$ cat src/rtl/pipe_interlock.sv
// rtl/pipe_interlock.sv - TinyRISC hazard/sequencing controller (optional macro PIPE_INTERLOCK_PERF_EN)
module pipe_interlock #(
    parameter int MUL_CYCLES = 3,
    parameter int DIV_CYCLES = 8
) (
    input  logic        clk,
    input  logic        rst_n,
    input  logic        of_valid,
    input  logic [3:0]  of_rs1,
    input  logic [3:0]  of_rs2,
    input  logic        of_uses_rs1,
    input  logic        of_uses_rs2,
    input  logic        ex_valid,
    input  logic        ex_isWb,
    input  logic [3:0]  ex_rd,
    input  logic        ex_isMul,
    input  logic        ex_isDiv,
    input  logic        ex_branch_taken,
    input  logic        ma_valid,
    input  logic        ma_isWb,
    input  logic [3:0]  ma_rd,
    input  logic        wb_valid,
    input  logic        wb_isWb,
    input  logic [3:0]  wb_rd,
    output logic        stall_IF,
    output logic        stall_OF,
    output logic        bubble_EX,
    output logic        hold_EX,
    output logic        flush,
    output logic        isConflict_rs1,
    output logic        isConflict_rs2,
    output logic        busy,
    output logic [31:0] stall_count
);

    localparam int MAX_CYCLES = (MUL_CYCLES > DIV_CYCLES) ? MUL_CYCLES : DIV_CYCLES;
    localparam int CW         = $clog2(MAX_CYCLES) + 1;

    // cnt is loaded with N-2: the IDLE cycle and the final MULTI cycle are not counted
    localparam logic [CW-1:0] MUL_LOAD = CW'((MUL_CYCLES >= 2) ? (MUL_CYCLES - 2) : 0);
    localparam logic [CW-1:0] DIV_LOAD = CW'((DIV_CYCLES >= 2) ? (DIV_CYCLES - 2) : 0);
    localparam logic          MUL_MULTI = (MUL_CYCLES > 1);
    localparam logic          DIV_MULTI = (DIV_CYCLES > 1);

    typedef enum logic {
        IDLE  = 1'b0,
        MULTI = 1'b1
    } state_t;

    state_t        state;
    logic [CW-1:0] cnt;

    logic hit_ex_rs1, hit_ma_rs1, hit_wb_rs1;
    logic hit_ex_rs2, hit_ma_rs2, hit_wb_rs2;
    logic dhaz;
    logic byp_rs1, byp_rs2;
    logic branch_now;
    logic multi_start;
    logic [CW-1:0] multi_load;

    logic r_stall_IF, r_stall_OF, r_bubble_EX, r_hold_EX, r_flush;
    logic r_conf_rs1, r_conf_rs2, r_busy;

    assign hit_ex_rs1 = ex_valid & ex_isWb & (ex_rd == of_rs1);
    assign hit_ma_rs1 = ma_valid & ma_isWb & (ma_rd == of_rs1);
    assign hit_wb_rs1 = wb_valid & wb_isWb & (wb_rd == of_rs1);
    assign hit_ex_rs2 = ex_valid & ex_isWb & (ex_rd == of_rs2);
    assign hit_ma_rs2 = ma_valid & ma_isWb & (ma_rd == of_rs2);
    assign hit_wb_rs2 = wb_valid & wb_isWb & (wb_rd == of_rs2);

    assign dhaz = of_valid & ((of_uses_rs1 & (hit_ex_rs1 | hit_ma_rs1)) |
                              (of_uses_rs2 & (hit_ex_rs2 | hit_ma_rs2)));

    assign byp_rs1 = of_valid & of_uses_rs1 & hit_wb_rs1 & ~dhaz;
    assign byp_rs2 = of_valid & of_uses_rs2 & hit_wb_rs2 & ~dhaz;

    assign branch_now  = ex_valid & ex_branch_taken;
    assign multi_start = ex_valid & ((ex_isMul & MUL_MULTI) | (~ex_isMul & ex_isDiv & DIV_MULTI));
    assign multi_load  = ex_isMul ? MUL_LOAD : DIV_LOAD;

    // Control decode from current state and inputs, in IDLE priority order
    always_comb begin
        r_stall_IF  = 1'b0;
        r_stall_OF  = 1'b0;
        r_bubble_EX = 1'b0;
        r_hold_EX   = 1'b0;
        r_flush     = 1'b0;
        r_conf_rs1  = 1'b0;
        r_conf_rs2  = 1'b0;
        r_busy      = 1'b0;
        if (state == MULTI) begin
            r_stall_IF = 1'b1;
            r_stall_OF = 1'b1;
            r_hold_EX  = (cnt != '0);
            r_busy     = 1'b1;
        end else if (branch_now) begin
            r_flush     = 1'b1;
            r_bubble_EX = 1'b1;
        end else if (multi_start) begin
            r_hold_EX  = 1'b1;
            r_stall_IF = 1'b1;
            r_stall_OF = 1'b1;
            r_conf_rs1 = byp_rs1;
            r_conf_rs2 = byp_rs2;
        end else if (dhaz) begin
            r_stall_IF  = 1'b1;
            r_stall_OF  = 1'b1;
            r_bubble_EX = 1'b1;
        end else begin
            r_conf_rs1 = byp_rs1;
            r_conf_rs2 = byp_rs2;
        end
    end

    // Reset forces every output low regardless of the pipeline inputs
    assign stall_IF       = r_stall_IF  & rst_n;
    assign stall_OF       = r_stall_OF  & rst_n;
    assign bubble_EX      = r_bubble_EX & rst_n;
    assign hold_EX        = r_hold_EX   & rst_n;
    assign flush          = r_flush     & rst_n;
    assign isConflict_rs1 = r_conf_rs1  & rst_n;
    assign isConflict_rs2 = r_conf_rs2  & rst_n;
    assign busy           = r_busy      & rst_n;

    // Multi-cycle sequencer: IDLE launches MULTI, MULTI counts down then releases EX
    always_ff @(posedge clk or negedge rst_n) begin
        if (!rst_n) begin
            state <= IDLE;
            cnt   <= '0;
        end else begin
            case (state)
                IDLE: begin
                    if (!branch_now && multi_start) begin
                        state <= MULTI;
                        cnt   <= multi_load;
                    end
                end
                MULTI: begin
                    if (cnt != '0) begin
                        cnt <= cnt - 1'b1;
                    end else begin
                        state <= IDLE;
                    end
                end
                default: begin
                    state <= IDLE;
                    cnt   <= '0;
                end
            endcase
        end
    end

`ifdef PIPE_INTERLOCK_PERF_EN
    logic [31:0] perf_cnt;

    // Saturating count of cycles in which OF was held
    always_ff @(posedge clk or negedge rst_n) begin
        if (!rst_n) begin
            perf_cnt <= '0;
        end else if (stall_OF && (perf_cnt != 32'hFFFF_FFFF)) begin
            perf_cnt <= perf_cnt + 32'd1;
        end
    end

    assign stall_count = perf_cnt;
`else
    assign stall_count = 32'd0;
`endif

endmodule

$ cat config.mk
export PLATFORM = sky130hd
export DESIGN_NAME = pipe_interlock
export DESIGN_NICKNAME = d
export VERILOG_FILES = /design/src/rtl/pipe_interlock.sv
export SDC_FILE = /design/constraint.sdc
export NUM_CORES = 1
export LEC_CHECK = 0
export ABC_AREA = 1
export CAP_MARGIN = 10
export CELL_PAD_IN_SITES_DETAIL_PLACEMENT = 1
export CELL_PAD_IN_SITES_GLOBAL_PLACEMENT = 1
export CORE_MARGIN = 5
export CORE_UTILIZATION = 19
export DETAILED_ROUTE_END_ITERATION = 12
export HOLD_SLACK_MARGIN = 0.03
export PLACE_DENSITY = 0.82
export RECOVER_POWER = 25
export SETUP_SLACK_MARGIN = 0.05
export SYNTH_ARGS = -nofsm -noshare
export SYNTH_HDL_FRONTEND = slang
export SYNTH_SLANG_ARGS = --single-unit
export TNS_END_PERCENT = 50
$ cat constraint.sdc
create_clock -name clk -period 1.15 [get_ports clk]
set_input_delay 0.23 -clock clk [delete_from_list [all_inputs] [get_ports clk]]
set_output_delay 0.23 -clock clk [all_outputs]
set_load 0.005 [all_outputs]
# Word-level counts from Yosys, hierarchy flattened
# Index checks and enable logic that the tools add are counted.
[word_totals]
mem_bits_ro = 0
latchBits = 0
out_inout_bits = 40
ramBits = 0
memories = 0
input_bits = 34
regBits = 5
[classes]
reduce_logical = 4
order_cmp = 0
eq_ne = 8
multipliers = 0
addsub = 1
div = 0
muxes = 28
bitwise = 35
n_shift = 0
[op_table]
columns = ["operator", "count"]
rows = [
  ["AND 1 bit", 28],
  ["equality test 4 bit", 6],
  ["two-way mux 1 bit", 23],
  ["two-way mux 4 bit", 2],
  ["case mux 4 bit (2 select lines)", 1],
  ["bitwise OR 1 bit", 4],
  ["nonzero test 4 bit", 1],
  ["subtractor 4 x 1 -> 4 bit, second input constant", 1],
  ["two-way mux 3 bit", 1],
  ["inverter 1 bit", 3],
  ["!= test 2 x 1 -> 1 bit, second input constant", 1],
  ["!= test 2 bit, second input constant", 1],
  ["case mux 1 bit (2 select lines)", 1],
  ["AND reduction 2 bit", 1],
  ["logical AND 1 bit", 1],
  ["logical NOT 1 bit", 1],
]

# Depth between registers and ports, before layout
# Gate-level depths: netlist (run 1).
[logic_depth]
depth_word = 13
ltp_mapped = 11
ltp_nobuf = 10

# Least setup slack after synthesis (run 1)
# OpenSTA, ideal clock, no wires.
[synth_timing]
kind = "register to output"
startpoint = "register state"
endpoint = "output isConflict_rs1"
path_stages_with_launch = 6
n_path_buf = 0
required_time_ns = 0.920
arrival_ns = 1.015
slack_ns = -0.095
path_cell_list = "dfrtp_1 > nor2_2 > nand4_1 > a211oi_1 > nand2_1 > nor2_1"
[synth_via]
elab_chain_len = 2
[synth_lines]
columns = ["item", "line", "rtl"]
rows = [
  ["start: declaration", "50", "state_t state;"],
  ["start signal: assignment", "128", "state <= IDLE;"],
  ["start signal: assignment", "134", "state <= MULTI;"],
  ["start signal: assignment", "142", "state <= IDLE;"],
  ["two-way mux 1 bit", "91", "if (state == MULTI) begin"],
  ["AND 1 bit", "121", "assign isConflict_rs1 = r_conf_rs1 & rst_n;"],
  ["end: declaration", "30", "output logic isConflict_rs1,"],
]
# Every way passes these cells.

# Worst setup path after layout (run 1)
[layout_timing]
startpoint = "input wb_rd[0]"
endpoint = "output isConflict_rs2"
[layout_via]
elab_chain_len = 9
[layout_lines]
columns = ["item", "line", "rtl"]
rows = [
  ["start: declaration", "24", "input logic [3:0] wb_rd,"],
  ["equality test 4 bit (*)", "69", "assign hit_wb_rs2 = wb_valid & wb_isWb & (wb_rd == of_rs2);"],
  ["AND 1 bit (*)", "69", ""],
  ["AND 1 bit (*) (2 in series)", "75", "assign byp_rs2 = of_valid & of_uses_rs2 & hit_wb_rs2 & ~dhaz;"],
  ["two-way mux 1 bit", "105", "end else if (dhaz) begin"],
  ["two-way mux 1 bit (*)", "99", "end else if (multi_start) begin"],
  ["two-way mux 1 bit (*)", "96", "end else if (branch_now) begin"],
  ["two-way mux 1 bit (*)", "91", ""],
  ["AND 1 bit (*)", "122", "assign isConflict_rs2 = r_conf_rs2 & rst_n;"],
  ["end: declaration", "31", "output logic isConflict_rs2,"],
]
# Mark *: on every way between the ends. The rest lies on a longest branch, timed or not.

==> results of run 1 <==
[registers in the layout, summed over array words and instances (netlist names)]
register / count
state: 1
cnt: 4
[kinds of logic (layout without fill, tap and decap cells)]
family / count (synthesis) / after routing / synth area share, %
AND/OR/NAND/NOR: 92 / 92 / 35.8
buffers and inverters: 65 / 104 / 35.1
AO/OA/AOI/OAI: 16 / 16 / 9.32
XOR/XNOR: 6 / 6 / 5.02
flip-flops: 5 / 5 / 11.9
adder cells (fa/ha/maj): 2 / 2 / 2.39
other: 1 / 32 / 0.358
[metrics by stage]
| step | util [%] | TNS (ns) | total power (W) |
|---|---|---|---|
| after floorplan | - | -0.166 | 0.000914 |
| after global placement | 28.8 | -9.47 | 0.00136 |
| after detailed placement | 28.8 | -9.84 | 0.00142 |
| after CTS | 29.9 | -3.12 | 0.00183 |
| after global routing | 31.3 | -4.12 | 0.00225 |
| final | 31.3 | -3.00 | 0.00206 |
[what timing repair did]
| item | 4_1_cts | 5_1_grt |
|---|---|---|
| buffers inserted | 8 | 5 |
| pin swaps | 34 | 20 |
| endpoints found under the setup margin | 13 | 13 |
| resized for setup | 153 | 16 |
[worst reg2reg max path, stage by stage, from the launching register on]
cell	delay, ns
sky130_fd_sc_hd__dfrtp_1	0.36
sky130_fd_sc_hd__inv_2	0.06
sky130_fd_sc_hd__buf_4	0.13
sky130_fd_sc_hd__buf_4	0.12
sky130_fd_sc_hd__ha_1	0.18
sky130_fd_sc_hd__xnor2_1	0.12
sky130_fd_sc_hd__o21ai_1	0.11
sky130_fd_sc_hd__nand2_1	0.06
sky130_fd_sc_hd__o21ai_1	0.08
[power by group]
| group | switching [W] | internal, W |
|---|---|---|
| registers | 0.0000555 | 0.000268 |
| clock network | 0.0000933 | 0.000239 |
| logic | 0.000723 | 0.000684 |
[cell type report]
cell class | count | area (µm²) | area share, %
Timing Repair Buffer | 68 | 518 | 30.4
Multi-Input combinational cell | 148 | 797 | 46.8
Inverter | 32 | 128 | 7.49
Tap cell | 72 | 90.1 | 5.29
Sequential cell | 5 | 125 | 7.35
Clock buffer | 4 | 45.0 | 2.65
[metal layers]
layer  GRT usage (%)  part of all wire, %  vias to the layer above
met5               0                    0                        -
met4            1.32                 0.27                        0
met3            2.65                  6.7                        2
met2            20.0                   55                       42
met1            10.3                   38                      571
li1                -                    -                      641
[worst max-delay path by stage]
stage	startpoint	to	slack, ns	cells after the start
floorplan	state$_DFF_PN0_	isConflict_rs1	-0.07	5
global placement	of_rs2[1]	stall_IF	-1.12	12
detailed placement	of_rs1[0]	stall_IF	-1.16	12
CTS	state$_DFF_PN0_	isConflict_rs2	-0.67	7
global route	state$_DFF_PN0_	isConflict_rs1	-0.72	7
finish	wb_rd[0]	isConflict_rs2	-0.59	7
[layout by cell type, fill, tap and decap left out, types with 3 or more instances in the layout]
cell type,instances
sky130_fd_sc_hd__nand2_4,4
sky130_fd_sc_hd__inv_4,3
sky130_fd_sc_hd__inv_1,17
sky130_fd_sc_hd__dlygate4sd2_1,8
sky130_fd_sc_hd__o21ai_1,7
sky130_fd_sc_hd__nand3_2,4
sky130_fd_sc_hd__nand2_1,47
sky130_fd_sc_hd__nor2_1,15
sky130_fd_sc_hd__buf_6,7
sky130_fd_sc_hd__inv_2,12
sky130_fd_sc_hd__buf_4,23
sky130_fd_sc_hd__buf_2,22
sky130_fd_sc_hd__nand2_2,12
sky130_fd_sc_hd__dfrtp_1,5
sky130_fd_sc_hd__conb_1,32
sky130_fd_sc_hd__nand3_1,4
sky130_fd_sc_hd__clkbuf_8,3
sky130_fd_sc_hd__clkdlybuf4s50_1,6
==> results.rst, run 1 <==
.. list-table::
   :header-rows: 1

   * - Metric
     - Value
   * - Outcome
     - finished, violations left
   * - Violations in the final reports
     - setup timing
   * - Worst-skew pair later-pin latency
     - 0.22 ns
   * - # fillers
     - 719
   * - Average wire per standard cell
     - 11.2 µm
   * - Placed cell area
     - 1560 µm²
   * - DRC violation count after routing
     - 0
   * - Max Freq
     - between 500 and 600 MHz
   * - Number of enable flip-flop cells after synthesis
     - 0
   * - Share of final-layout standard cells stronger than drive strength 1
     - around two fifths
   * - YS warnings
     - 0
   * - Sequential-to-total area share from yosys stat
     - between 10% and 20%
   * - Via density
     - 3.82
   * - Final worst-path setup slack
     - -0.592 ns
   * - Final-stage net count
     - approximately 290
   * - Maximum level of the CTS H-tree
     - 1
   * - Largest cells by area after synthesis
     - sky130_fd_sc_hd__buf_4 24%, sky130_fd_sc_hd__nand2_1 22%, sky130_fd_sc_hd__dfrtp_1 12%
   * - Number of hold buffers added after cts
     - 0
   * - Core area
     - between 5000 and 6000 µm²
   * - Number of setup violations in the final report
     - 12
   * - Cell taking the most area after synthesis
     - sky130_fd_sc_hd__buf_4
   * - Fraction of the cycle the final worst path needs
     - 151%
   * - Hpwl dp
     - 3090 µm
   * - Pin count of the biggest net entering global routing
     - 8
   * - Power Density
     - 1210 nW/µm²
   * - Sort of element at the end of the critical path
     - output pin
   * - Area share of the leading cell type in the synthesized netlist
     - 23.7%
   * - Number of CTS-inserted buffers
     - 3
   * - Worst setup SP type
     - input pin
   * - Post-route insts no fill
     - 329
   * - Clock-pin slew on the worst setup and hold paths
     - around 0.04 ns
   * - Bufs and invs on worst path
     - 3
   * - Root Buffer Master
     - sky130_fd_sc_hd__clkbuf_8
   * - CP arrival
     - 1.51 ns
   * - Largest driver fanout on the critical path
     - 3
   * - Critical R2R Launch
     - cnt[1]$_DFFE_PN0P_
   * - Count of antenna diodes in the layout
     - 0
   * - R2R cell count
     - 8
   * - First DRT Iteration DRCs
     - 15
   * - Area overhead of the layout relative to synthesis
     - 62.6%
   * - Final number of hold-violating endpoints
     - 0
   * - Number of clock sinks
     - 5
   * - Number of ports placed on the die boundary
     - 74
   * - Die boundary height
     - around 84 µm
   * - Cell count after placement
     - 316
   * - Final worst clock skew
     - 0.00296 ns
   * - Worst hold-check slack
     - 0.0729 ns
   * - TritonRoute pass-1 iters
     - 4
   * - Number of nets with antenna violations after routing
     - 0
   * - Count of buffers from port buffering
     - 41
   * - Total routing usage reported by global routing
     - between 9 and 10%
   * - Main synth FF type
     - sky130_fd_sc_hd__dfrtp_1
   * - Biggest cell delay along the critical path
     - 0.50 ns
   * - Max-cap violation count
     - 0
   * - Required time of the critical path
     - 0.92 ns
   * - Reg-to-reg endpoint
     - cnt[2]$_DFFE_PN0P_
   * - GR Overflow Total
     - 0
   * - Count of different cell masters after synthesis
     - 23
   * - Most instantiated cells after synthesis
     - 61 x sky130_fd_sc_hd__nand2_1, 33 x sky130_fd_sc_hd__buf_4, 31 x sky130_fd_sc_hd__inv_1
   * - Standby leakage power
     - 1.00 nW
   * - Final cell area excluding filler cells
     - 1700 µm²
   * - Horizontal extent of the die
     - 84.2 µm
   * - Number of cells produced by synthesis
     - around 190
   * - Type of the setup path with the least slack
     - in2out
   * - Share of synthesized registers carrying an async set or reset
     - 100%
   * - Most repeated cell in the gate-level netlist after synthesis
     - sky130_fd_sc_hd__nand2_1
   * - Number of max-slew violations in the final report
     - 0
   * - Vias in the first global route
     - 1339
   * - Most Frequent Cell on Critical Path
     - sky130_fd_sc_hd__nand2_1
   * - Maximum clock path buffer count
     - 2
   * - Cell breakdown of the critical path
     - clkdlybuf4s50_1, nand2_1, a221oi_1, buf_4, nand2_1, nor2_1, buf_2
   * - Average size of a mapped cell
     - ~5.6 µm²
   * - Routed vias
     - ~1300
   * - Final WL
     - 3690 µm
   * - Setup repair after global routing missed its margin
     - yes
   * - Total Die Area
     - 7100 µm²
   * - Number of antenna violations at the first check in global routing
     - 0
   * - Minimum clock period
     - 1.74 ns
   * - Placement row count
     - 27
   * - Critical Path Slowest Stage Cell
     - sky130_fd_sc_hd__clkdlybuf4s50_1
   * - Starting Density
     - 19.3%
   * - VDD IR max
     - 0.515 mV
   * - Routability-driven placement congestion ratio
     - 0.776
   * - Register-to-Register Setup Slack
     - -0.16 ns
   * - Cell area after technology mapping
     - 1050 µm²
   * - Path type of the worst min-delay path
     - in2async
   * - CTS tree
     - built
   * - Family of cells with the greatest summed delay on the critical path
     - buffers and inverters
   * - Total of flip-flops plus latches after synthesis
     - 5
   * - Global-route wire length before repair
     - 5890 µm
   * - Post-Place Setup Slack
     - -1.16 ns
Power figures use the tool's default switching activity.
==> run 2: changes to the inputs <==
--- a/config.mk
+++ b/config.mk
@@ -9,6 +9,7 @@
 export CAP_MARGIN = 10
 export CELL_PAD_IN_SITES_DETAIL_PLACEMENT = 1
 export CELL_PAD_IN_SITES_GLOBAL_PLACEMENT = 1
+export CORE_ASPECT_RATIO = 0.75
 export CORE_MARGIN = 5
 export CORE_UTILIZATION = 19
 export DETAILED_ROUTE_END_ITERATION = 12
==> run 2 against run 1 <==
Against the previous run: the flow still finishes with violations (setup timing); worst hold slack better by 0.014 ns; sequential power is essentially flat; global-route usage up 1.3 points; power rose by 8.3%; clock power decreased by 5%; critical path depth unchanged; core utilization rose by 3.9 points; critical path type is now reg2out.
==> results.rst, run 2 (synthesis results as in run 1) <==
.. list-table::
   :header-rows: 1

   * - Metric
     - Value
   * - Maximum level of the CTS H-tree
     - 1
   * - Largest driver fanout on the critical path
     - 2
   * - Average wire per standard cell
     - 11.9 µm
   * - Number of setup violations in the final report
     - 13
   * - Hpwl dp
     - 3250 µm
   * - Global-route wire length before repair
     - 6300 µm
   * - Post-Place Setup Slack
     - -1.18 ns
   * - Violations in the final reports
     - setup timing
   * - Setup repair after global routing missed its margin
     - yes
   * - TritonRoute pass-1 iters
     - 4
   * - # fillers
     - 700
   * - VDD IR max
     - 0.361 mV
   * - Register-to-Register Setup Slack
     - -0.22 ns
   * - Root Buffer Master
     - sky130_fd_sc_hd__clkbuf_8
   * - Number of max-slew violations in the final report
     - 0
   * - Internal
     - 0.00131 W
   * - Total routing usage reported by global routing
     - 11.2%
   * - GR Overflow Total
     - 0
   * - Power Density
     - 1180 nW/µm²
   * - Final worst-path setup slack
     - -0.589 ns
   * - DRC violation count after routing
     - 0
   * - Max-cap violation count
     - 0
   * - Area overhead of the layout relative to synthesis
     - 80.2%
   * - Standby leakage power
     - 1.07 nW
   * - Starting Density
     - 19.6%
   * - Path type of the worst min-delay path
     - in2async
   * - Number of CTS-inserted buffers
     - 3
   * - Outcome
     - finished, violations left
   * - Minimum clock period
     - 1.74 ns
   * - First DRT Iteration DRCs
     - 14
   * - Portion of total power attributed to combinational logic
     - between 70 and 80%
   * - Clock-pin slew on the worst setup and hold paths
     - 0.03 ns
   * - Count of buffers from port buffering
     - ~40
   * - Top Registers
     - cnt (4), state (1)
   * - CTS tree
     - built
   * - Placement row count
     - 23
   * - Core area
     - 5350 µm²
   * - Share of power burned in the clock network
     - 14.2%
   * - Proportion of total power due to net switching
     - 41.4%
   * - Worst setup SP type
     - flip-flop
   * - Worst hold-check slack
     - a little under 0.09 ns
   * - CP arrival
     - between 1.5 and 2 ns
   * - Power after layout
     - 0.00223 W
   * - Share of final-layout standard cells stronger than drive strength 1
     - about 47%
   * - Fraction of the cycle the final worst path needs
     - 151%
   * - Type of the setup path with the least slack
     - reg2out
   * - Horizontal extent of the die
     - around 96 µm
   * - Routed vias
     - 1265
   * - Number of nets with antenna violations after routing
     - 0
   * - Die boundary height
     - 74.3 µm
   * - Sort of element at the end of the critical path
     - output pin
   * - Count of antenna diodes in the layout
     - 0
   * - Pin count of the biggest net entering global routing
     - 8
   * - Routability-driven placement congestion ratio
     - 0.930
   * - Max Freq
     - 575 MHz
   * - Net Switching
     - 0.000925 W
   * - Worst-skew pair later-pin latency
     - 0.22 ns
   * - Register bank with the most flops
     - cnt
   * - Vias in the first global route
     - around 1300
   * - Number of flip-flops in the largest register
     - 4
   * - Number of clock sinks
     - 5
   * - Number of hold buffers added after cts
     - 0
   * - Final WL
     - 3970 µm
   * - Final number of hold-violating endpoints
     - 0
   * - Leading cell type in the layout, fill and taps excluded
     - sky130_fd_sc_hd__nand2_1
   * - Via density
     - 3.78
   * - Total Die Area
     - 7110 µm²
   * - Maximum clock path buffer count
     - 2
   * - Required time of the critical path
     - around 0.92 ns
   * - Number of antenna violations at the first check in global routing
     - 0
   * - Leading cell types in the layout, fill and taps excluded
     - 44 x sky130_fd_sc_hd__nand2_1, 32 x sky130_fd_sc_hd__conb_1, 26 x sky130_fd_sc_hd__buf_4
   * - Number of ports placed on the die boundary
     - 74
   * - Final worst clock skew
     - 0.000964 ns
   * - Relative contribution of sequential cells to total power
     - 14.5%
   * - Final-stage net count
     - 297
==> run 2: cell count changes in the layout (fill, tap and decap cells not counted), moves of 5 or more <==
| cell | previous run | this run |
|---|---|---|
| sky130_fd_sc_hd__inv_1 | 17 | 11 |
| sky130_fd_sc_hd__buf_6 | 7 | 18 |
| sky130_fd_sc_hd__nor2_2 | 2 | 7 |
| sky130_fd_sc_hd__nor2_1 | 15 | 10 |
| sky130_fd_sc_hd__buf_2 | 22 | 9 |
==> run 2: final timing paths <==
path                                 endpoint                from  depth (start not counted)
hold / removal             cnt[2]$_DFFE_PN0P_               rst_n                          2
setup reg to reg           cnt[0]$_DFFE_PN0P_     state$_DFF_PN0_                          9
hold reg to reg            cnt[3]$_DFFE_PN0P_  cnt[1]$_DFFE_PN0P_                          4
max in group asynchronous  cnt[1]$_DFFE_PN0P_               rst_n                          2
setup / recovery               isConflict_rs1     state$_DFF_PN0_                          7
min in group clk           cnt[0]$_DFFE_PN0P_            ex_isMul                          4
==> run 2: cell type report <==
class / count / area, µm² / area share (%)
multi-input combinational: 148 / 853 / 45.2
timing repair buffer: 71 / 634 / 33.6
inverter: 32 / 135 / 7.16
sequential: 5 / 125 / 6.63
tap: 75 / 93.8 / 4.97
clock buffer: 4 / 45.0 / 2.39
==> run 2: routing by layer <==
layer	wire [µm]	up-vias	track usage, %
met1	1670	581	14.0
met2	2130	30	21.0
met5	0	-	0
met4	38	0	3.00
li1	-	650	-
met3	140	4	0.506
==> run 2: timing repair <==
action / 4_1_cts / 5_1_grt
gates resized for setup: 192 / 29
setup buffers: 12 / 4
setup endpoints to repair: 13 / 12
pin swaps: 37 / 31
==> run 2: worst max-delay path, stage by stage (launching register included) <==
cell and delay, ns:
sky130_fd_sc_hd__dfrtp_1 0.39, sky130_fd_sc_hd__nor2_2 0.12, sky130_fd_sc_hd__nand4_1 0.13, sky130_fd_sc_hd__buf_4 0.16, sky130_fd_sc_hd__a211oi_2 0.16, sky130_fd_sc_hd__nand2_1 0.09
sky130_fd_sc_hd__nor2_1 0.11, sky130_fd_sc_hd__buf_2 0.13
==> run 2: stage by stage <==
stage	cells	utilization, %	setup TNS [ns]	cell area, µm²
CTS	334	33.7	-3.49	1800
floorplan	218	-	-0.166	1180
global placement	318	29.1	-9.67	1560
detailed placement	318	29.1	-10.04	1560
global route	335	35.3	-4.26	1890
finish	335	35.3	-3.25	1890
==> run 2: power by group through the flow <==
| stage | Combinational [W] | Sequential [W] | Clock [W] |
|---|---|---|---|
| after global placement | 0.00108 | 0.000309 | 0 |
| after floorplan | 0.000594 | 0.000320 | 0 |
| after CTS | 0.00145 | 0.000320 | 0.000323 |
| after global routing | 0.00177 | 0.000334 | 0.000331 |
| after detailed placement | 0.00113 | 0.000316 | 0 |
| final | 0.00159 | 0.000325 | 0.000317 |
==> run 3: changes to the inputs <==
--- a/config.mk
+++ b/config.mk
@@ -17,6 +17,7 @@
 export PLACE_DENSITY = 0.82
 export RECOVER_POWER = 25
 export SETUP_SLACK_MARGIN = 0.05
+export SKIP_LAST_GASP = 1
 export SYNTH_ARGS = -nofsm -noshare
 export SYNTH_HDL_FRONTEND = slang
 export SYNTH_SLANG_ARGS = --single-unit
==> run 3 against run 2 <==
Against the previous run: the flow still finishes with violations (setup timing); first-iteration DRC count up 21%; clock skew is essentially flat; worst hold slack gained 0.099 ns; sequential power about the same; flip-flop and latch count did not move; maximum frequency fell by 1.0%; power down 3.7%; sequential share of layout area increased by 0.21 points; critical endpoint unchanged; largest power group unchanged.
==> results.rst, run 3 (synthesis results as in run 1) <==
.. list-table::
   :header-rows: 1

   * - Metric
     - Value
   * - Count of buffers from port buffering
     - 41
   * - Clock-pin slew on the worst setup and hold paths
     - 0.03 ns
   * - Maximum level of the CTS H-tree
     - 1
   * - Core area
     - 5350 µm²
   * - Share of power burned in the clock network
     - ~15%
   * - Count of antenna diodes in the layout
     - 0
   * - VDD IR max
     - around 0.38 mV
   * - Register bank with the most flops
     - cnt
   * - Portion of total power attributed to combinational logic
     - 70.3%
   * - Die boundary height
     - 74.3 µm
   * - Fraction of the cycle the final worst path needs
     - 153%
   * - Pin count of the biggest net entering global routing
     - 8
   * - Internal
     - 0.00127 W
   * - Largest driver fanout on the critical path
     - 2
   * - Minimum clock period
     - 1.76 ns
   * - Net Switching
     - 0.000878 W
   * - Worst-skew pair later-pin latency
     - 0.22 ns
   * - Standby leakage power
     - about 1.1 nW
   * - Number of nets with antenna violations after routing
     - 0
   * - Average wire per standard cell
     - 11.8 µm
   * - Starting Density
     - about a fifth
   * - GR Overflow Total
     - 0
   * - Routed vias
     - 1279
   * - Number of setup violations in the final report
     - 13
   * - Outcome
     - finished, violations left
   * - Violations in the final reports
     - setup timing
   * - TNS Setup
     - -3.77 ns
   * - Root Buffer Master
     - sky130_fd_sc_hd__clkbuf_8
   * - Power Density
     - 1180 nW/µm²
   * - Proportion of total power due to net switching
     - roughly 41%
   * - Required time of the critical path
     - 0.92 ns
   * - Leading cell types in the layout, fill and taps excluded
     - 50 x sky130_fd_sc_hd__nand2_1, 32 x sky130_fd_sc_hd__conb_1, 29 x sky130_fd_sc_hd__buf_4
   * - Power after layout
     - approximately 0.0022 W
   * - Via density
     - 3.81
   * - Final number of hold-violating endpoints
     - 0
   * - Placement row count
     - 23
   * - Sort of element at the end of the critical path
     - output pin
   * - Area overhead of the layout relative to synthesis
     - 74.6%
   * - Maximum clock path buffer count
     - 2
   * - Number of ports placed on the die boundary
     - 74
   * - Horizontal extent of the die
     - 95.7 µm
   * - Relative contribution of sequential cells to total power
     - 15.0%
   * - Max Freq
     - 569 MHz
   * - Final worst-path setup slack
     - -0.607 ns
   * - Critical R2R Launch
     - cnt[0]$_DFFE_PN0P_
   * - CTS tree
     - built
   * - Final WL
     - 3970 µm
   * - TritonRoute pass-1 iters
     - 4
   * - DRC violation count after routing
     - 0
   * - Number of max-slew violations in the final report
     - 0
   * - Number of clock sinks
     - 5
   * - Top Registers
     - cnt (4), state (1)
   * - Number of antenna violations at the first check in global routing
     - 0
   * - Reg-to-reg endpoint
     - cnt[2]$_DFFE_PN0P_
   * - Hpwl dp
     - 3250 µm
   * - Worst setup SP type
     - flip-flop
   * - Type of the setup path with the least slack
     - reg2out
   * - Path type of the worst min-delay path
     - in2async
   * - Register-to-Register Setup Slack
     - -0.23 ns
   * - Setup repair after global routing missed its margin
     - yes
   * - Final-stage net count
     - around 300
   * - Number of CTS-inserted buffers
     - 3
   * - Total Die Area
     - around 7100 µm²
   * - Final worst clock skew
     - 0.00118 ns
   * - CP arrival
     - ~1.5 ns
   * - Number of flip-flops in the largest register
     - 4
   * - Vias in the first global route
     - approximately 1300
   * - First DRT Iteration DRCs
     - 17
   * - Leading cell type in the layout, fill and taps excluded
     - sky130_fd_sc_hd__nand2_1
   * - Global-route wire length before repair
     - slightly above 6000 µm
   * - Routability-driven placement congestion ratio
     - 0.930
   * - Share of final-layout standard cells stronger than drive strength 1
     - 42.5%
   * - R2R cell count
     - 7
   * - Total routing usage reported by global routing
     - a little over a tenth
   * - Max-cap violation count
     - 0
-- run 3: changes by cell type in the layout (fill, tap and decap cells not counted), sizes merged --
| cell | before | now |
|---|---|---|
| clkdlybuf4s15 | 1 | 2 |
-- run 3: final cells by class --
class / count / area, µm²
fillers: 706 / 3520
clock buffers: 4 / 45.0
well taps: 75 / 93.8
flip-flops and latches: 5 / 125
multi-input cells: 148 / 806
inverters: 32 / 130
repair buffers: 72 / 628
-- run 3: repair_timing --
item                                    CTS  global route
buffers inserted                         12             5
endpoints found under the setup margin   13            13
pin swaps                                36            17
resized for setup                       176            21
hold buffers                              0             0
-- run 3: stage by stage --
stage | instances | setup slack, ns | cell area (µm²) | util [%] | hold slack, ns
after global routing | 336 | -0.746 | 1830 | 34.2 | 0.229
final | 336 | -0.607 | 1830 | 34.2 | 0.186
after global placement | 318 | -1.14 | 1560 | 29.1 | 0.568
after CTS | 334 | -0.656 | 1760 | 32.9 | 0.0667
after detailed placement | 318 | -1.18 | 1560 | 29.1 | 0.559
after floorplan | 218 | -0.0711 | 1180 | - | -0.0656
-- run 3: how the worst max path moves through the flow --
stage	from	endpoint	depth (start not counted)	slack, ns
2_1_floorplan	state$_DFF_PN0_	isConflict_rs1	5	-0.07
3_3_place_gp	of_rs1[0]	bubble_EX	12	-1.14
3_5_place_dp	of_rs1[0]	bubble_EX	12	-1.18
4_1_cts	state$_DFF_PN0_	isConflict_rs1	7	-0.66
5_1_grt	state$_DFF_PN0_	isConflict_rs1	7	-0.75
6_report	state$_DFF_PN0_	isConflict_rs1	7	-0.61
-- run 3: critical path: stages (launching register included) --
cell                       delay (ns)
sky130_fd_sc_hd__dfrtp_1         0.39
sky130_fd_sc_hd__nor2_2          0.13
sky130_fd_sc_hd__nand4_1         0.13
sky130_fd_sc_hd__buf_4           0.16
sky130_fd_sc_hd__a211oi_2        0.16
sky130_fd_sc_hd__nand2_1         0.09
sky130_fd_sc_hd__nor2_1          0.11
sky130_fd_sc_hd__buf_2           0.13
-- run 3: power by group through the flow --
stage	combinational [W]	sequential, W	clock, W
4_1_cts	0.00132	0.000317	0.000323
2_1_floorplan	0.000594	0.000320	0
3_5_place_dp	0.00113	0.000316	0
6_report	0.00151	0.000322	0.000318
3_3_place_gp	0.00108	0.000309	0
5_1_grt	0.00166	0.000329	0.000335
-- run 3: per-layer routing --
metal	up-vias	wire length, µm	GRT usage, %
met1	588	1660	13.6
met5	-	0	0
met4	0	68	3.00
met2	36	2100	20.5
met3	6	147	0.506
li1	649	-	-
==> edit 1: new RTL, flow settings as in run 3 <==
The option `PIPE_INTERLOCK_PERF_EN` is turned on by a define.
--- a/src/rtl/pipe_interlock.sv
+++ b/src/rtl/pipe_interlock.sv
@@ -1,4 +1,6 @@
 // rtl/pipe_interlock.sv - TinyRISC hazard/sequencing controller (optional macro PIPE_INTERLOCK_PERF_EN)
+`define PIPE_INTERLOCK_PERF_EN
+
 module pipe_interlock #(
     parameter int MUL_CYCLES = 3,
     parameter int DIV_CYCLES = 8
Behaviour: not the same (Yosys sat finds a counterexample within 4 cycles, from zero or initial values and one cycle with rst_n low).
==> edit 1 against run 3 <==
  * The flow still finishes with violations (setup timing)
  * Core utilization grew 1.4 points
  * Power grew to 2.7 times the old value
  * Setup slack lost 0.031 ns
  * Synthesized area grew to 2.9 times the old value
  * Critical path depth grew 4
  * Cell area grew to 3.0 times the old value
  * Wire length grew to 3.3 times the old value
  * Non-clock buffer count grew 134
  * Critical endpoint is now stall_count[21]$_DFFE_PN0P_
  * Via count grew to 2.9 times the old value
  * Largest cell class unchanged
  * Final cell count grew to 2.5 times the old value
  * Sequential cell count grew 32
  * Combinational power grew 83%
  * Sequential share of layout area grew 10 points
  * Critical path type is now reg -> reg
==> edit 1: results (changes against run 3) <==
- Headroom to the max-slew limit came out at between 30 and 40%.
- Violated checks: setup timing
- Worst r2r path cells: 11 (+4)
- Bufs on Longest Clock Path: 2 (unchanged)
- Proportion of layout cells with a drive suffix above 1: 45.9% (+3.3 points)
* Layout filler cell count: 1898 (+170%)
- Number of antenna violations at the first check in global routing: 0 (unchanged)
- The violation count after the first detailed-route iteration came to 179 (+162).
- Flip-flop count of the largest register, all copies and words added: 32 (+28)
- The sum of net half-perimeters after detailed placement is 9720 µm (+200%).
- After synthesis, the cell types taking the most area are dfrtp_1 31%, nand2_1 21%, nand3_2 6.6%.
- Pin count of the biggest net entering global routing: 38 (+30)
- Result of the run: finished with violations
* Most instantiated cells after synthesis: 165 x nand2_1, 46 x inv_1, 42 x nor2_1
- The CTS buffer count is 5 (+2).
- The routed wire length per instance came to 15.7 µm (+32%).
- Clock input transition at the sequential cells of the worst setup and hold paths: 0.06 ns (+0.03 ns)
- Max stage delay cell, worst path: dfrtp_1
- The gate count after technology mapping came to 439 (+130%).
- In the synthesized netlist the dominant register cell turns out to be dfrtp_1.
- Arrival time worst endpoint: 1.97 ns (+0.44 ns)
- Critical path launch point type: register
* Final worst-path setup slack: -0.639 ns (-0.0313 ns)
* Synth Net Count: between 400 and 500
* Fraction of registers with async set/reset: 100% (unchanged)
- The tightest min-delay check is of the in -> async type.
* First-pass GRT wire length: 19700 µm (+220%)
* Portion of the post-synthesis area used by sequential elements: 30.7% (+19 points)
- The biggest fanout along the worst timing path was 7 (+5).
- The clock latency at the later pin of the worst-skew pair was 0.29 ns (+0.07 ns).
* Routed Wire Length: 13300 µm (+230%)
* First-pass detailed-route iteration total: 4 (unchanged)
* Maximum vdd drop: 499 µV (+30%)
- The yosys synthesis warning count was 0 (unchanged).
- Final-stage net count: 680 (+130%)
* Top cell family by delay on the critical path: simple AND/OR/NAND/NOR gates
- Power Internal: 0.00371 W (+190%)
- The delay of the slowest cell on the worst path is 0.39 ns (about the same).
* Clock root buffer master: clkbuf_16
* # H-tree levels: 2 (+1)
* ANT cells: 0 (unchanged)
- The total number of vias came to 3678 (+190%).
- The static power due to leakage is 2.70 nW (+160%).
- The final-report setup violation count was 77 (+64).
* Origin of the critical flop-to-flop path: stall_count[1]$_DFFE_PN0P_
- The number of instances in the placed design is 824 (+160%).
* Final RePlAce weighted congestion: 0.888 (-4.6%)
- The worst clock skew came to 0.00441 ns (+0.00324 ns).
- GR Util All Layers: 13.3% (+2.4 points)
- The number of distinct library cell variants in the gate-level netlist after synthesis came to 31 (+35%).
- Count of input and output buffers: 73 (+78%)
edit 1: worst paths after layout:
kind | to | slack (ns)
worst max-delay path | stall_count[21]$_DFFE_PN0P_ | -0.64
worst min-delay path | cnt[3]$_DFFE_PN0P_ | 0.36
worst max register to register | stall_count[21]$_DFFE_PN0P_ | -0.64
worst min register to register | stall_count[17]$_DFFE_PN0P_ | 0.57
max in group asynchronous | stall_count[2]$_DFFE_PN0P_ | 0.17
min in group clk | cnt[3]$_DFFE_PN0P_ | 0.50
edit 1: logic make-up after synthesis:
| kind of cell | Yosys count | synth area share, % |
|---|---|---|
| simple gates | 290 | 45.0 |
| buf+inv | 58 | 9.98 |
| flops | 37 | 30.7 |
| xor+xnor | 33 | 9.57 |
| compound gates | 18 | 3.56 |
| fa+ha+maj | 3 | 1.24 |
edit 1: tightest hold or removal path: stages:
cell and delay (ns):
clkbuf_2 0.13, clkbuf_4 0.14, buf_2 0.71
edit 1: power by group through the flow:
| stage | Combinational (W) | Clock [W] | Sequential (W) |
|---|---|---|---|
| floorplan | 0.000993 | 0 | 0.00167 |
| global placement | 0.00213 | 0 | 0.00162 |
| detailed placement | 0.00219 | 0 | 0.00164 |
| CTS | 0.00249 | 0.00143 | 0.00163 |
| global route | 0.00302 | 0.00147 | 0.00165 |
| finish | 0.00276 | 0.00141 | 0.00163 |
edit 1: final cells by class:
class	instances	area [µm²]	share of cell area, %
Timing Repair Buffer	206	1770	32.2
Tap cell	205	256	4.67
Sequential cell	37	927	16.9
Inverter	48	195	3.56
Clock buffer	7	143	2.60
Multi-Input combinational cell	345	2200	40.1
edit 1: repair_timing:
action	CTS	global route
cloned	0	3
buffers inserted	7	8
gates resized for setup	217	82
pin swaps	46	65
endpoints found under the setup margin	77	77
edit 1: metrics by stage:
| stage | setup slack (ns) | total power (W) | TNS, ns | cell area, µm² |
|---|---|---|---|---|
| 5_1_grt | -0.754 | 0.00614 | -41.54 | 5490 |
| 4_1_cts | -0.593 | 0.00554 | -35.53 | 5120 |
| 6_report | -0.639 | 0.00580 | -35.61 | 5490 |
| 3_3_place_gp | -1.31 | 0.00375 | -51.85 | 4770 |
| 2_1_floorplan | -0.625 | 0.00267 | -19.34 | 3030 |
| 3_5_place_dp | -1.36 | 0.00383 | -53.54 | 4770 |
edit 1: metal layers:
metal	vias up	routed length [µm]	GRT usage, %
li1	1798	-	-
met1	1780	5950	17.9
met2	85	6290	21.8
met3	15	867	2.94
met4	0	168	2.68
met5	-	0	0
==> edit 2: new RTL, flow settings as in run 3 <==
Without the edit above. Register the input `ex_isDiv` before use, without a reset. The logic sees it one clock later. The other inputs are not delayed to match.
--- a/src/rtl/pipe_interlock.sv
+++ b/src/rtl/pipe_interlock.sv
@@ -47,6 +47,12 @@
         MULTI = 1'b1
     } state_t;
 
+    logic ex_isDiv_q;
+
+    always_ff @(posedge clk) begin
+        ex_isDiv_q <= ex_isDiv;
+    end
+
     state_t        state;
     logic [CW-1:0] cnt;
 
@@ -75,7 +81,7 @@
     assign byp_rs2 = of_valid & of_uses_rs2 & hit_wb_rs2 & ~dhaz;
 
     assign branch_now  = ex_valid & ex_branch_taken;
-    assign multi_start = ex_valid & ((ex_isMul & MUL_MULTI) | (~ex_isMul & ex_isDiv & DIV_MULTI));
+    assign multi_start = ex_valid & ((ex_isMul & MUL_MULTI) | (~ex_isMul & ex_isDiv_q & DIV_MULTI));
     assign multi_load  = ex_isMul ? MUL_LOAD : DIV_LOAD;
 
     // Control decode from current state and inputs, in IDLE priority order
Formal check against the unedited RTL: not equivalent (Yosys sat finds a counterexample within 4 cycles, from zero or initial values and one cycle with rst_n low).
==> edit 2 against run 3 <==
  * The flow still finishes with violations (setup timing)
  * Clock skew fell by 0.0010 ns
  * Wire length rose by 1.6%
  * Via count fell by 1.2%
  * Sequential cell count rose by 1
  * Power rose by 5.0%
  * Cell area fell by 2.1%
  * Synthesized area rose by 2.7%
  * Critical path type unchanged
  * Setup slack improved by 0.050 ns
  * Largest power group unchanged
==> edit 2: results (changes against run 3) <==
* Met3 layer usage reported by global route: 1.67% (+1.2 points)
* Pin count of the biggest net entering global routing: 7 (-1)
- Final worst-path setup slack: -0.557 ns (+0.0499 ns)
* Met2 global-route usage: 21.4% (+0.91 points)
- DRT iter0 DRCs: 32 (+15)
- The run finished, with violations left.
- The sum of net half-perimeters after detailed placement is 3220 µm (-0.91%).
- The top cell type's share of synthesized area came to 23.0% (-0.63 points).
- Final-stage net count: 296 (-0.67%)
* Proportion of layout cells with a drive suffix above 1: 46.3% (+3.8 points)
- The post-place instance area came to 1620 µm² (+3.9%).
* Fraction of registers with async set/reset: 83.3% (-17 points)
- The sum of routed wire length over all layers is 4040 µm (+1.6%).
- Violated checks: setup timing
- Worst slack, placed: -1.19 ns (-0.00247 ns)
- Setup Viol. Count Final: 13 (unchanged)
- Origin of the critical flop-to-flop path: state$_DFF_PN0_
* Avg Synthesized Cell Area: 5.82 µm² (+3.9%)
- The worst supply voltage drop on vdd came to 346 µV (-9.9%).
- The static power due to leakage is 1.03 nW (-2.7%).
* Leading cell types by total area after synthesis: buf_4 23%, nand2_1 21%, dfrtp_1 12%
- Final RePlAce weighted congestion: 0.851 (-8.6%)
* Layout filler cell count: 728 (+3.1%)
- GR Util met1: 11.9% (-1.7 points)
- The via count of the first global-routing pass came to 1377 (+3.8%).
- Overall via count from detail_route: 1264 (-1.2%)
* Multiplexer share of the synthesized area: 1.40% (+1.4 points)
- The number of instances in the placed design is 322 (+1.3%).
* Fin Setup TNS: -3.78 ns (-0.00814 ns)
- Post-synthesis adder-cell area fraction: 2.33% (-0.064 points)
* GR Util All Layers: 10.7% (-0.20 points)
* Clock Skew: 0.000166 ns (-0.00101 ns)
* Synthesized-area fraction occupied by ao, oa, aoi and oai cells: 8.14% (-1.2 points)
- First-pass GRT wire length: 6330 µm (+3.1%)
## edit 2: changes by cell type after synthesis, sizes merged
cell           run 3  this run
dfxtp              0         1
inv               32        29
nor2              17        18
nand3              9         6
nand2             63        65
o21ai              9         7
nor3               1         0
mux2               0         1
nor4               0         1
nand3b             0         1
## edit 2: area by class of cell
cell class | count | area [µm²] | area share, %
well taps | 75 | 93.8 | 5.24
multi-input cells | 148 | 840 | 46.9
repair buffers | 72 | 557 | 31.1
flip-flops and latches | 6 | 145 | 8.11
inverters | 29 | 109 | 6.08
clock buffers | 4 | 45.0 | 2.52
## edit 2: final timing paths
check	cells past startpoint	to	slack (ns)
worst max-delay path	7	isConflict_rs2	-0.56
worst min-delay path	2	cnt[0]$_DFFE_PN0P_	0.08
worst max register to register	6	cnt[2]$_DFFE_PN0P_	-0.24
worst min register to register	3	cnt[3]$_DFFE_PN0P_	0.61
max in group asynchronous	2	state$_DFF_PN0_	0.96
min in group clk	1	ex_isDiv_q$_DFF_P_	0.45
## edit 2: what timing repair did
action                                  4_1_cts  5_1_grt
resized for setup                           149       29
endpoints found under the setup margin       13       13
buffers inserted                             21        4
gates cloned                                  0        0
pin swaps                                    41       26
## edit 2: power breakdown
group          total [W]  internal (W)  switching, W
logic            0.00155      0.000808      0.000743
clock network   0.000347      0.000240      0.000107
registers       0.000361      0.000306     0.0000551
total            0.00226       0.00135      0.000905
## edit 2: worst reg2reg max path: stages (launching register included)
cell and delay [ns]:
dfrtp_1 0.39, buf_4 0.16, inv_2 0.06, nand3_2 0.09, buf_4 0.16, nand2_2 0.10
mux2_4 0.30
## edit 2: routing by layer
layer,wire (µm),part of all wire (%),vias up
li1,-,-,649
met1,1630,40,578
met2,2190,54,32
met3,168,4.2,5
met4,52,1.3,0
met5,0,0,-
